--- config.mk ---
export PLATFORM = sky130hd
export DESIGN_NAME = tiny_dnn_seq
export DESIGN_NICKNAME = d
export VERILOG_FILES = /design/src/rtl/tiny_dnn_pkg.sv /design/src/rtl/tiny_dnn_seq_cnt.sv /design/src/rtl/tiny_dnn_seq.sv
export SDC_FILE = /design/constraint.sdc
export NUM_CORES = 1
export LEC_CHECK = 0
export ABC_AREA = 1
export CAP_MARGIN = 10
export CORE_MARGIN = 8
export CORE_UTILIZATION = 57
export DETAILED_ROUTE_END_ITERATION = 8
export PLACE_DENSITY = 0.84
export RECOVER_POWER = 25
export SLEW_MARGIN = 25
export SYNTH_ARGS = -nofsm -noshare
export SYNTH_HDL_FRONTEND = slang
export SYNTH_SLANG_ARGS = --single-unit
--- constraint.sdc ---
create_clock -name S_AXI_ACLK -period 10.45 [get_ports S_AXI_ACLK]
set_input_delay 2.6125 -clock S_AXI_ACLK [delete_from_list [all_inputs] [get_ports S_AXI_ACLK]]
set_output_delay 2.6125 -clock S_AXI_ACLK [all_outputs]
set_load 0.02 [all_outputs]
--- src/rtl/tiny_dnn_pkg.sv ---
// Shared types and widths for the tiny DNN address sequencer.
// TINY_DNN_SEQ_STAT_EN (optional) adds stall/beat statistics to tiny_dnn_seq.
package tiny_dnn_pkg;

  localparam int AW_DEF = 12;
  localparam int OC_W   = 4;
  localparam int DIM_W  = 5;
  localparam int STR_W  = 10;

  // Address tuple fields carried by every loop accumulator
  localparam int NF   = 3;
  localparam int F_IA = 0;
  localparam int F_WA = 1;
  localparam int F_OA = 2;

  typedef enum logic [1:0] {
    ST_IDLE  = 2'd0,
    ST_RUN   = 2'd1,
    ST_DRAIN = 2'd2,
    ST_DONE  = 2'd3
  } state_t;

  function automatic logic [15:0] sat_inc(input logic [15:0] v);
    return (v == 16'hFFFF) ? v : v + 16'd1;
  endfunction

endpackage

--- src/rtl/tiny_dnn_seq_cnt.sv ---
// One loop level: wrapping counter plus a per-field address accumulator
// that steps by a stride on increment and reloads a base on wrap or clear.
module tiny_dnn_seq_cnt
  import tiny_dnn_pkg::*;
#(
  parameter int CW = DIM_W,
  parameter int AW = AW_DEF
) (
  input  logic                   clk,
  input  logic                   rst_n,
  input  logic                   clr,
  input  logic                   inc,
  input  logic [CW-1:0]          limit,
  input  logic [NF-1:0][AW-1:0]  stride,
  input  logic [NF-1:0][AW-1:0]  base,
  output logic [CW-1:0]          cnt,
  output logic                   wrap,
  output logic [NF-1:0][AW-1:0]  acc
);

  assign wrap = inc && (cnt == limit);

  always_ff @(posedge clk or negedge rst_n) begin
    if (!rst_n) begin
      cnt <= '0;
      acc <= '0;
    end else if (clr || wrap) begin
      cnt <= '0;
      acc <= base;
    end else if (inc) begin
      cnt <= cnt + CW'(1);
      for (int f = 0; f < NF; f++) begin
        acc[f] <= acc[f] + stride[f];
      end
    end
  end

endmodule

--- src/rtl/tiny_dnn_seq.sv ---
// Convolution address sequencer: walks oc/oy/ox/ky/kx and emits ia/wa/oa tuples
// with valid/ready. Optional TINY_DNN_SEQ_STAT_EN adds stall_cnt and beat_cnt.
//
// state    | meaning
// ST_IDLE  | waiting for a run rising edge
// ST_RUN   | emitting address tuples
// ST_DRAIN | final tuple accepted, one settling cycle
// ST_DONE  | done pulse, then back to idle
module tiny_dnn_seq
  import tiny_dnn_pkg::*;
#(
  parameter int AW = AW_DEF
) (
  input  logic              S_AXI_ACLK,
  input  logic              S_AXI_ARESETN,
  input  logic              run,
  input  logic [OC_W-1:0]   od,
  input  logic [DIM_W-1:0]  oh,
  input  logic [DIM_W-1:0]  ow,
  input  logic [DIM_W-1:0]  kh,
  input  logic [DIM_W-1:0]  kw,
  input  logic [STR_W-1:0]  ks,
  input  logic [STR_W-1:0]  os,
  input  logic [DIM_W-1:0]  iw,
  output logic              out_valid,
  input  logic              out_ready,
  output logic [AW-1:0]     ia,
  output logic [AW-1:0]     wa,
  output logic [AW-1:0]     oa,
  output logic              acc_first,
  output logic              acc_last,
  output logic              busy,
  output logic              done
`ifdef TINY_DNN_SEQ_STAT_EN
  ,
  output logic [15:0]       stall_cnt,
  output logic [15:0]       beat_cnt
`endif
);

  state_t state;
  logic   run_q;
  logic   start, clr, hs;

  logic [OC_W-1:0]  od_r;
  logic [DIM_W-1:0] oh_r, ow_r, kh_r, kw_r, iw_r;
  logic [STR_W-1:0] ks_r, os_r;

  logic [AW-1:0] pitch_i, pitch_k, pitch_o;
  logic [NF-1:0][AW-1:0] st_kx, st_ky, st_ox, st_oy, st_oc;
  logic [NF-1:0][AW-1:0] acc_kx, acc_ky, acc_ox, acc_oy, acc_oc;

  logic [DIM_W-1:0] cnt_kx, cnt_ky, cnt_ox_unused, cnt_oy_unused;
  logic [OC_W-1:0]  cnt_oc_unused;
  logic wrap_kx, wrap_ky, wrap_ox, wrap_oy, wrap_oc;

  assign start = run && !run_q;
  assign clr   = (state == ST_IDLE) && start;
  assign hs    = out_valid && out_ready;

  always_ff @(posedge S_AXI_ACLK or negedge S_AXI_ARESETN) begin
    if (!S_AXI_ARESETN) begin
      state <= ST_IDLE;
      run_q <= 1'b0;
      od_r  <= '0;
      oh_r  <= '0;
      ow_r  <= '0;
      kh_r  <= '0;
      kw_r  <= '0;
      iw_r  <= '0;
      ks_r  <= '0;
      os_r  <= '0;
    end else begin
      run_q <= run;
      case (state)
        ST_IDLE: begin
          if (start) begin
            state <= ST_RUN;
            od_r  <= od;
            oh_r  <= oh;
            ow_r  <= ow;
            kh_r  <= kh;
            kw_r  <= kw;
            iw_r  <= iw;
            ks_r  <= ks;
            os_r  <= os;
          end
        end
        ST_RUN: begin
          if (!run)                state <= ST_IDLE;
          else if (hs && wrap_oc)  state <= ST_DRAIN;
        end
        ST_DRAIN: state <= run ? ST_DONE : ST_IDLE;
        ST_DONE:  state <= ST_IDLE;
        default:  state <= ST_IDLE;
      endcase
    end
  end

  // Row pitches; each loop level contributes its own {oa, wa, ia} stride
  assign pitch_i = AW'(iw_r) + AW'(1);
  assign pitch_k = AW'(kw_r) + AW'(1);
  assign pitch_o = AW'(ow_r) + AW'(1);

  assign st_kx = {AW'(0),    AW'(1),    AW'(1)};
  assign st_ky = {AW'(0),    pitch_k,   pitch_i};
  assign st_ox = {AW'(1),    AW'(0),    AW'(1)};
  assign st_oy = {pitch_o,   AW'(0),    pitch_i};
  assign st_oc = {AW'(os_r), AW'(ks_r), AW'(0)};

  tiny_dnn_seq_cnt #(.CW(DIM_W), .AW(AW)) u_kx (
    .clk(S_AXI_ACLK), .rst_n(S_AXI_ARESETN), .clr(clr), .inc(hs),
    .limit(kw_r), .stride(st_kx), .base('0),
    .cnt(cnt_kx), .wrap(wrap_kx), .acc(acc_kx));

  tiny_dnn_seq_cnt #(.CW(DIM_W), .AW(AW)) u_ky (
    .clk(S_AXI_ACLK), .rst_n(S_AXI_ARESETN), .clr(clr), .inc(wrap_kx),
    .limit(kh_r), .stride(st_ky), .base('0),
    .cnt(cnt_ky), .wrap(wrap_ky), .acc(acc_ky));

  tiny_dnn_seq_cnt #(.CW(DIM_W), .AW(AW)) u_ox (
    .clk(S_AXI_ACLK), .rst_n(S_AXI_ARESETN), .clr(clr), .inc(wrap_ky),
    .limit(ow_r), .stride(st_ox), .base('0),
    .cnt(cnt_ox_unused), .wrap(wrap_ox), .acc(acc_ox));

  tiny_dnn_seq_cnt #(.CW(DIM_W), .AW(AW)) u_oy (
    .clk(S_AXI_ACLK), .rst_n(S_AXI_ARESETN), .clr(clr), .inc(wrap_ox),
    .limit(oh_r), .stride(st_oy), .base('0),
    .cnt(cnt_oy_unused), .wrap(wrap_oy), .acc(acc_oy));

  tiny_dnn_seq_cnt #(.CW(OC_W), .AW(AW)) u_oc (
    .clk(S_AXI_ACLK), .rst_n(S_AXI_ARESETN), .clr(clr), .inc(wrap_oy),
    .limit(od_r), .stride(st_oc), .base('0),
    .cnt(cnt_oc_unused), .wrap(wrap_oc), .acc(acc_oc));

  assign ia = acc_kx[F_IA] + acc_ky[F_IA] + acc_ox[F_IA] + acc_oy[F_IA] + acc_oc[F_IA];
  assign wa = acc_kx[F_WA] + acc_ky[F_WA] + acc_ox[F_WA] + acc_oy[F_WA] + acc_oc[F_WA];
  assign oa = acc_kx[F_OA] + acc_ky[F_OA] + acc_ox[F_OA] + acc_oy[F_OA] + acc_oc[F_OA];

  assign out_valid = (state == ST_RUN);
  assign busy      = (state == ST_RUN) || (state == ST_DRAIN);
  assign done      = (state == ST_DONE);
  assign acc_first = out_valid && (cnt_kx == '0) && (cnt_ky == '0);
  assign acc_last  = out_valid && (cnt_kx == kw_r) && (cnt_ky == kh_r);

`ifdef TINY_DNN_SEQ_STAT_EN
  // Counters only move in RUN, so they hold their totals after DONE
  always_ff @(posedge S_AXI_ACLK or negedge S_AXI_ARESETN) begin
    if (!S_AXI_ARESETN) begin
      stall_cnt <= '0;
      beat_cnt  <= '0;
    end else if (clr) begin
      stall_cnt <= '0;
      beat_cnt  <= '0;
    end else if (state == ST_RUN) begin
      if (hs)         beat_cnt  <= sat_inc(beat_cnt);
      if (!out_ready) stall_cnt <= sat_inc(stall_cnt);
    end
  end
`endif

endmodule
==> out/qor.csv, run 1 <==
metric;value;unit
Yosys cell types;46;
PortBufs;93;
Async S/R FF share, synth;100;%
synthesis-to-layout area growth;12.6;%
delay-heaviest family, CP;adder cells;
CP Capture Type;output pin;
DRC;0;
first-pass detailed-route iteration total;5;
share of cells above drive strength 1;4.14;%
Syn. warnings;0;
Initial Utilization;57.8;%
initial antenna violation count;0;
Root Driver;clkbuf_16;
# rows;58;
hpwl dp;27300;um
number of synthesized register bits;196;
H-tree depth;4;
fin. max-slew vios;0;
status;finished, final reports clean;
WP data required;7840;ps
RSZ-0062 raised after global routing;false;
GPL Wtd Cong;0.966;
Resize count post-CTS;0;
clk slew on worst S/H paths;70;ps
post-route ant nets;0;
largest net degree at the start of global routing;121;
MaxCap Viol Count;0;
crit path DAT;4200;ps
Initial DRC Count;1154;
worst clock skew;16.3;ps
Slew headroom;34.1;%
Worst-Margin Slew;985;ps
CP Class;reg -> out;
PwrDens;202;nW/um^2
period utilization;65.2;%
# diodes;0;
Setup-failing EPs final;0;
CP peak stage delay;620;ps
Max Freq;0.147;GHz
post-synthesis sequential area ratio;33.8;%
Crit-path slowest cell;clkdlybuf4s50_1;
DIE HEIGHT;176;um
CTS Sinks;196;
Avg Inst Size Synth;8.12;sq um
number of setup buffers added after CTS;0;
total gr overflow;0;
Critical path buffers and inverters;3;
most common cell after layout, fill and taps aside;nand2_1;
vias in the first global route;12325;
Cell Area, Synth;14500;sq um
Max Root-Sink Buffers;2;
Max IR drop VDD;0.000178;V
endpoints failing hold;0;
number of fill cells in the layout;2135;
Die W;176;um
WL final;36500;um
# hold bufs at CTS;0;
Post-synth EDFFs;0;
Pleak;8.17;nW
most frequent cells in the layout;nand2_1, inv_1, dfrtp_1;
DR vias/cell;5.58;
I/O Pins;94;
Core ar.;25100;sq um
Cell Chain, Critical Path;inv_1 -> fa_1 -> inv_1 -> fa_1 -> ha_1 -> ha_1 -> a21oi_1 -> o21ai_0 -> a21oi_1 -> nor2_1 -> nor2_1 -> xor2_1 -> clkdlybuf4s50_1;
Nets;2109;
Primary FF master, synth;dfrtp_1;
TritonCTS Buffers;17;
Wirelength per Cell;16.5;um
Clk Latency, worst-skew pair;440;ps
kind of start point of the critical path;register;
Syn Inst Count;1788;
CTS tree;built;
setup_tns;0;ps
total track usage;24.2;%
Crit Path Max Fanout;5;
die area;30800;sq um
Min Hold Slack;484;ps
final core occ;65.1;%
Hold Path Class;reg -> reg;
Power Total;3.31;mW
vias;12353;
Final Critical Period;6810;ps
first-pass GRT wire length;61100;um
==> power by group <==
group / internal [mW] / leakage, nW / total, mW / switching [mW]
Sequential: 0.917 / 2.64 / 1.09 / 0.168
Clock: 0.343 / 0.271 / 0.664 / 0.321
Combinational: 0.603 / 5.26 / 1.56 / 0.954
Total: 1.86 / 8.17 / 3.31 / 1.44
==> synth_stat cells (all sizes together) (5+ instances only) <==
| cell type | n | area, sq um |
|---|---|---|
| buf | 24 | 123 |
| xor2 | 83 | 727 |
| nand2 | 422 | 1600 |
| a21oi | 87 | 435 |
| nor2 | 123 | 488 |
| inv | 228 | 856 |
| clkbuf | 20 | 75.1 |
| dfrtp | 196 | 4900 |
| nor4 | 5 | 31.3 |
| o21ai | 111 | 619 |
| o22ai | 18 | 113 |
| xnor2 | 47 | 412 |
| o21bai | 6 | 45.0 |
| ha | 124 | 1550 |
| nand3 | 124 | 643 |
| nand4 | 43 | 284 |
| nor3 | 32 | 160 |
| fa | 60 | 1200 |
| a211oi | 6 | 45.0 |
==> cells by family (layout without fill, tap and decap cells) <==
kind of cell / Yosys count / in the layout / synth area share (%)
XOR/XNOR: 130 / 130 / 7.84
flip-flops: 196 / 196 / 33.8
multiplexers: 1 / 1 / 0.0690
AO/OA/AOI/OAI: 247 / 247 / 9.65
other: 2 / 12 / 0.0517
AND/OR/NAND/NOR: 756 / 756 / 22.4
adder cells (fa/ha/maj): 184 / 184 / 19.0
buffers and inverters: 272 / 359 / 7.26
==> per-layer routing <==
metal,wire (um),vias up,global-route usage [%]
met1,16700,5920,33.1
met2,17100,383,39.4
li1,-,5999,-
met3,1960,51,3.69
met5,0,-,0
met4,772,0,6.92
==> worst reg2reg max path, cell delays in order (launching register included) <==
cell and delay [ps]:
dfrtp_1 410, inv_1 110, ha_1 250, nand2_4 330, buf_4 660, inv_2 60
buf_4 330, nor2_2 200, buf_4 360, nand2_1 430, o22ai_1 280
==> registers in the layout, summed over array words and instances (netlist names) <==
| register | count |
|---|---|
| u_kx.acc | 24 |
| u_ky.acc | 24 |
| run_q | 1 |
| kh_r | 5 |
| u_oc.cnt | 4 |
| kw_r | 5 |
| os_r | 10 |
| u_oy.acc | 24 |
| u_kx.cnt | 5 |
| u_ox.acc | 24 |
| ks_r | 10 |
| state | 2 |
| u_oc.acc | 24 |
| u_oy.cnt | 5 |
| ow_r | 5 |
| u_ky.cnt | 5 |
| oh_r | 5 |
| u_ox.cnt | 5 |
| iw_r | 5 |
| od_r | 4 |
==> stage by stage <==
stage	instances	worst slack, ps	cell area [sq um]
finish	2215	3640	16300
global route	2215	3410	16300
CTS	2215	3650	16300
detailed placement	2183	4120	15800
global placement	2183	4220	15800
floorplan	1798	4740	14600
==> worst paths after layout <==
path / slack [ps] / cells past startpoint / to / start
worst min register to register: 480 / 1 / u_kx.acc[6] / u_kx.acc[6]
worst min-delay path: 480 / 1 / u_kx.acc[6] / u_kx.acc[6]
worst max register to register: 6940 / 10 / u_ky.acc[13] / state[0]
worst max-delay path: 3640 / 13 / ia[8] / u_kx.acc[5]
min in group asynchronous: 2220 / 1 / ks_r[5] / S_AXI_ARESETN
max in group asynchronous: 6910 / 2 / u_kx.acc[21] / S_AXI_ARESETN
==> area by class of cell <==
| cell class | instances | area (sq um) | share of cell area, % |
|---|---|---|---|
| multi-input combinational | 1330 | 8610 | 52.6 |
| sequential | 196 | 4900 | 30.0 |
| timing repair buffer | 99 | 985 | 6.02 |
| inverter | 228 | 856 | 5.23 |
| clock buffer | 18 | 439 | 2.69 |
| tap | 330 | 413 | 2.53 |
| clock inverter | 14 | 145 | 0.888 |
Power figures use the tool's default switching activity.
==> run 2, diff against run 1 <==
Settings changed: CORE_UTILIZATION 57 to 55, PLACE_DENSITY 0.84 to 0.85.
Clock period 10.45 ns to 6.25 ns, I/O delays scaled along.
==> out/qor.csv, run 2 (synthesized netlist as in run 1, its figures left out) <==
metric;value;unit;change
status;complete, but fails checks;;
failing checks;capacitance limit, slew limit;;
crit path launch;u_kx.acc[3];;
DIE HEIGHT;178;um;+1.6%
DRC;0;;unchanged
kind of start point of the critical path;register;;
worst slack, placed;938;ps;-3180 ps
Max IR drop VDD;0.000334;V;+88%
worst setup margin;435;ps;-3210 ps
GPL Wtd Cong;0.957;;-0.93%
PwrDens;337;nW/um^2;+67%
Resize count post-CTS;0;;unchanged
vias in the first global route;12770;;+3.6%
Nets;2111;;+0.095%
Wirelength per Cell;16.5;um;-0.24%
period utilization;93.0;%;
I/O Pins;94;;unchanged
first-pass detailed-route iteration total;6;;+1
hpwl dp;26900;um;-1.6%
Core ar.;26000;sq um;+3.5%
fin. max-slew vios;112;;+112
endpoints failing hold;0;;unchanged
H-tree depth;4;;unchanged
CP Class;reg -> out;;
# diodes;0;;unchanged
largest net degree at the start of global routing;112;;-7.4%
# hold bufs at CTS;0;;unchanged
clk slew on worst S/H paths;80;ps;about the same
CTS Sinks;196;;unchanged
synthesis-to-layout area growth;12.5;%;
initial antenna violation count;0;;unchanged
most common cell after layout, fill and taps aside;nand2_1;;
MaxCap Viol Count;1;;+1
WL final;36600;um;about the same
Max Freq;0.172;GHz;
DR vias/cell;5.65;;+1.3%
PortBufs;93;;unchanged
Clk Latency, worst-skew pair;440;ps;about the same
total track usage;24.0;%;-0.24 points
placed standard-cell area;15800;sq um;+0.14%
setup_tns;0;ps;unchanged
total gr overflow;0;;unchanged
Slew headroom;-88.3;%;-120 points
Die W;178;um;+1.6%
Initial Utilization;55.9;%;-1.9 points
Initial DRC Count;1186;;+2.8%
number of setup buffers added after CTS;0;;unchanged
post-route ant nets;0;;unchanged
number of fill cells in the layout;2112;;-1.1%
reg2reg start;state[1];;
Pleak;8.17;nW;about the same
CP Capture Type;output pin;;
Root Driver;clkbuf_16;;
share of cells above drive strength 1;4.24;%;+0.10 points
vias;12559;;+1.7%
Setup-failing EPs final;0;;unchanged
Worst-Margin Slew;2820;ps;+1840 ps
CTS tree;built;;
die area;31800;sq um;+3.3%
Hold Path Class;reg -> reg;;
WP data required;4690;ps;-3150 ps
most frequent cells in the layout;nand2_1, inv_1, dfrtp_1;;
Crit Path Max Fanout;6;;+1
Design Area, Final;16300;sq um;-0.11%
TritonCTS Buffers;17;;unchanged
worst min-delay path startpoint;u_ky.acc[11];;
worst clock skew;9.06;ps;-7.22 ps
first-pass GRT wire length;61800;um;+1.1%
Final Critical Period;5820;ps;
crit path DAT;4250;ps;+50 ps
RSZ-0062 raised after global routing;false;;
# rows;59;;+1.7%
Max Root-Sink Buffers;2;;unchanged
run 2: changes by cell type in the layout (fill, tap and decap cells not counted):
cell        previous run  this run
inv_6                  2         7
buf_4                  5         8
clkinv_4               3         0
clkinvlp_4             5         3
buf_6                  1         0
buf_8                  1         0
bufinv_16              1         0
clkbuf_2               0         1
clkbuf_8               1         0
clkinv_2               0         1
inv_8                  3         4
run 2: layer usage:
layer / vias to the layer above / routed length [um] / share of wire, % / GRT usage, %
met5: - / 0 / 0 / 0
met4: 0 / 1300 / 3.6 / 9.89
met3: 94 / 2400 / 6.6 / 4.36
met2: 491 / 16700 / 46 / 38.2
met1: 5986 / 16200 / 44 / 31.9
li1: 5988 / - / - / -
run 2: power breakdown:
group	leakage (nW)	internal, mW	total, mW	switching, mW
combinational	5.26	1.02	2.61	1.59
clock	0.270	0.529	1.08	0.551
sequential	2.64	1.53	1.81	0.282
run 2: critical path: stages (launching register included):
cell,delay [ps]
dfrtp_1,390
inv_1,100
fa_1,550
inv_1,60
fa_1,460
ha_1,310
ha_1,380
a21oi_1,230
o21ai_0,140
a21oi_1,220
nor2_1,60
nor2_1,120
xor2_1,170
clkdlybuf4s50_1,630
run 2: final timing paths:
path | to | slack (ps) | cells past startpoint
min in group asynchronous | ks_r[0] | 2010 | 1
worst min-delay path | u_ky.acc[11] | 490 | 2
worst min register to register | u_ky.acc[11] | 490 | 2
worst max register to register | u_ox.acc[0] | 3110 | 11
max in group asynchronous | u_oy.acc[1] | 2370 | 2
worst max-delay path | ia[8] | 430 | 13
run 2: stage by stage:
step | std cells | hold slack, ps | power, mW | util [%]
finish | 2222 | 485 | 5.50 | 62.9
global route | 2222 | 512 | 5.92 | 62.9
floorplan | 1798 | 446 | 3.57 | -
CTS | 2222 | 487 | 5.50 | 62.9
global placement | 2190 | 462 | 4.31 | 60.7
detailed placement | 2190 | 468 | 4.41 | 60.7
run 2: cell type report:
| cell class | count | area, sq um | share of cell area, % |
|---|---|---|---|
| flip-flops and latches | 196 | 4900 | 30.0 |
| clock inverters | 15 | 134 | 0.820 |
| well taps | 335 | 419 | 2.57 |
| clock buffers | 17 | 425 | 2.60 |
| inverters | 228 | 856 | 5.24 |
| multi-input cells | 1330 | 8610 | 52.7 |
| repair buffers | 101 | 986 | 6.04 |
==> run 3, diff against run 2 <==
Settings changed: CORE_UTILIZATION 55 to 57, PLACE_DENSITY 0.85 to 0.84.
Clock period 6.25 ns to 6.12 ns, I/O delays scaled along.
==> out/qor.csv, run 3 (synthesized netlist as in run 1, its figures left out) <==
metric;value;unit;change
status;complete, but fails checks;;
failing checks;capacitance limit, slew limit;;
Worst-Margin Slew;2660;ps;-164 ps
reg2reg start;state[1];;
# diodes;0;;unchanged
period utilization;94.1;%;
clk slew on worst S/H paths;80;ps;about the same
crit path DAT;4230;ps;-20 ps
number of setup buffers added after CTS;0;;unchanged
Core ar.;25100;sq um;-3.4%
initial antenna violation count;0;;unchanged
post-route ant nets;0;;unchanged
Initial Utilization;57.8;%;+1.9 points
hpwl dp;27200;um;+1.2%
TritonCTS Buffers;17;;unchanged
DR vias/cell;5.58;;-1.4%
die area;30800;sq um;-3.2%
MaxCap Viol Count;1;;unchanged
DIE HEIGHT;176;um;-1.6%
DRC;0;;unchanged
Final Critical Period;5760;ps;
kind of start point of the critical path;register;;
Clk Latency, worst-skew pair;460;ps;+20 ps
synthesis-to-layout area growth;12.7;%;
WP data required;4590;ps;-100 ps
worst clock skew;23.0;ps;+14.0 ps
Cell Chain, Critical Path;inv_1 -> fa_1 -> inv_1 -> fa_1 -> ha_1 -> ha_1 -> a21oi_1 -> o21ai_0 -> a21oi_1 -> nor2_1 -> nor2_1 -> xor2_1 -> clkdlybuf4s50_1;;
Crit-path slowest cell;clkdlybuf4s50_1;;
share of cells above drive strength 1;4.24;%;unchanged
worst min-delay path startpoint;os_r[6];;
WL final;36300;um;-0.78%
Stages on worst setup path;13;;unchanged
final core occ;65.2;%;+2.3 points
PortBufs;93;;unchanged
most frequent cells in the layout;nand2_1, inv_1, dfrtp_1;;
delay-heaviest family, CP;adder cells;;
I/O Pins;94;;unchanged
Die W;176;um;-1.6%
largest net degree at the start of global routing;104;;-7.1%
Worst R2R Path Depth;11;;unchanged
CP peak stage delay;620;ps;about the same
Crit Path Max Fanout;6;;unchanged
Hold Path Class;reg -> reg;;
Initial DRC Count;1100;;-7.3%
Nets;2111;;unchanged
Max Freq;0.174;GHz;
Power Total;5.65;mW;+2.8%
# rows;58;;-1.7%
vias;12360;;-1.6%
H-tree depth;4;;unchanged
total track usage;24.1;%;+0.10 points
Max Root-Sink Buffers;2;;unchanged
most common cell after layout, fill and taps aside;nand2_1;;
first-pass GRT wire length;61000;um;-1.4%
Resize count post-CTS;0;;unchanged
placed standard-cell area;15800;sq um;about the same
total gr overflow;0;;unchanged
CP Capture Type;output pin;;
RSZ-0062 raised after global routing;false;;
Pleak;8.20;nW;+0.26%
CTS tree;built;;
Wirelength per Cell;16.4;um;-0.56%
crit path launch;u_kx.acc[3];;
Max IR drop VDD;0.000282;V;-16%
first-pass detailed-route iteration total;5;;-1
GPL Wtd Cong;0.953;;-0.36%
setup_tns;0;ps;unchanged
Critical path buffers and inverters;3;;unchanged
endpoints failing hold;0;;unchanged
# hold bufs at CTS;0;;unchanged
CP Class;reg -> out;;
Hold Crit Depth;2;;unchanged
PwrDens;346;nW/um^2;+2.6%
Setup-failing EPs final;0;;unchanged
fin. max-slew vios;104;;-7.1%
Design Area, Final;16400;sq um;+0.20%
Root Driver;clkbuf_16;;
Slew headroom;-77.4;%;+11 points
number of fill cells in the layout;2134;;+1.0%
vias in the first global route;12369;;-3.1%
CTS Sinks;196;;unchanged
## run 3: final timing paths
check                                    end  slack (ps)
worst min register to register       os_r[6]         490
min in group asynchronous       u_oc.acc[14]        1880
worst max-delay path                   ia[8]         360
max in group asynchronous        u_ox.cnt[2]        2000
worst min-delay path                 os_r[6]         490
worst max register to register   u_ox.acc[0]        2880
## run 3: worst register-to-register path, delay by kind of cell (launching register included)
| family | cells | cell delay, ps |
|---|---|---|
| simple gates | 6 | 1510 |
| fa+ha+maj | 1 | 320 |
| flops | 1 | 430 |
| mux | 1 | 100 |
| buf+inv | 3 | 740 |
## run 3: layout make-up
class / count / area (sq um) / area share (%)
multi-input combinational: 1330 / 8610 / 52.6
sequential: 196 / 4900 / 30.0
timing repair buffer: 101 / 983 / 6.01
inverter: 228 / 856 / 5.23
clock buffer: 17 / 425 / 2.60
tap: 330 / 413 / 2.52
clock inverter: 15 / 175 / 1.07
## run 3: power breakdown
| group | total [mW] | leakage (nW) | internal, mW | switching [mW] |
|---|---|---|---|---|
| sequential | 1.85 | 2.64 | 1.57 | 0.283 |
| combinational | 2.65 | 5.26 | 1.03 | 1.62 |
| clock | 1.15 | 0.292 | 0.558 | 0.596 |
| total | 5.65 | 8.20 | 3.16 | 2.50 |
## run 3: metrics by stage
| step | worst slack (ps) | instances | hold WS, ps |
|---|---|---|---|
| final | 359 | 2217 | 489 |
| after global routing | 27.7 | 2217 | 512 |
| after CTS | 361 | 2217 | 494 |
| after detailed placement | 849 | 2185 | 472 |
| after global placement | 941 | 2185 | 463 |
| after floorplan | 1500 | 1798 | 446 |
## run 3: per-layer routing
| layer | track usage [%] | part of all wire (%) | vias to the layer above |
|---|---|---|---|
| li1 | - | - | 5999 |
| met1 | 32.1 | 45 | 5924 |
| met2 | 40.3 | 48 | 378 |
| met3 | 3.35 | 5.1 | 59 |
| met4 | 7.17 | 2.0 | 0 |
| met5 | 0 | 0 | - |
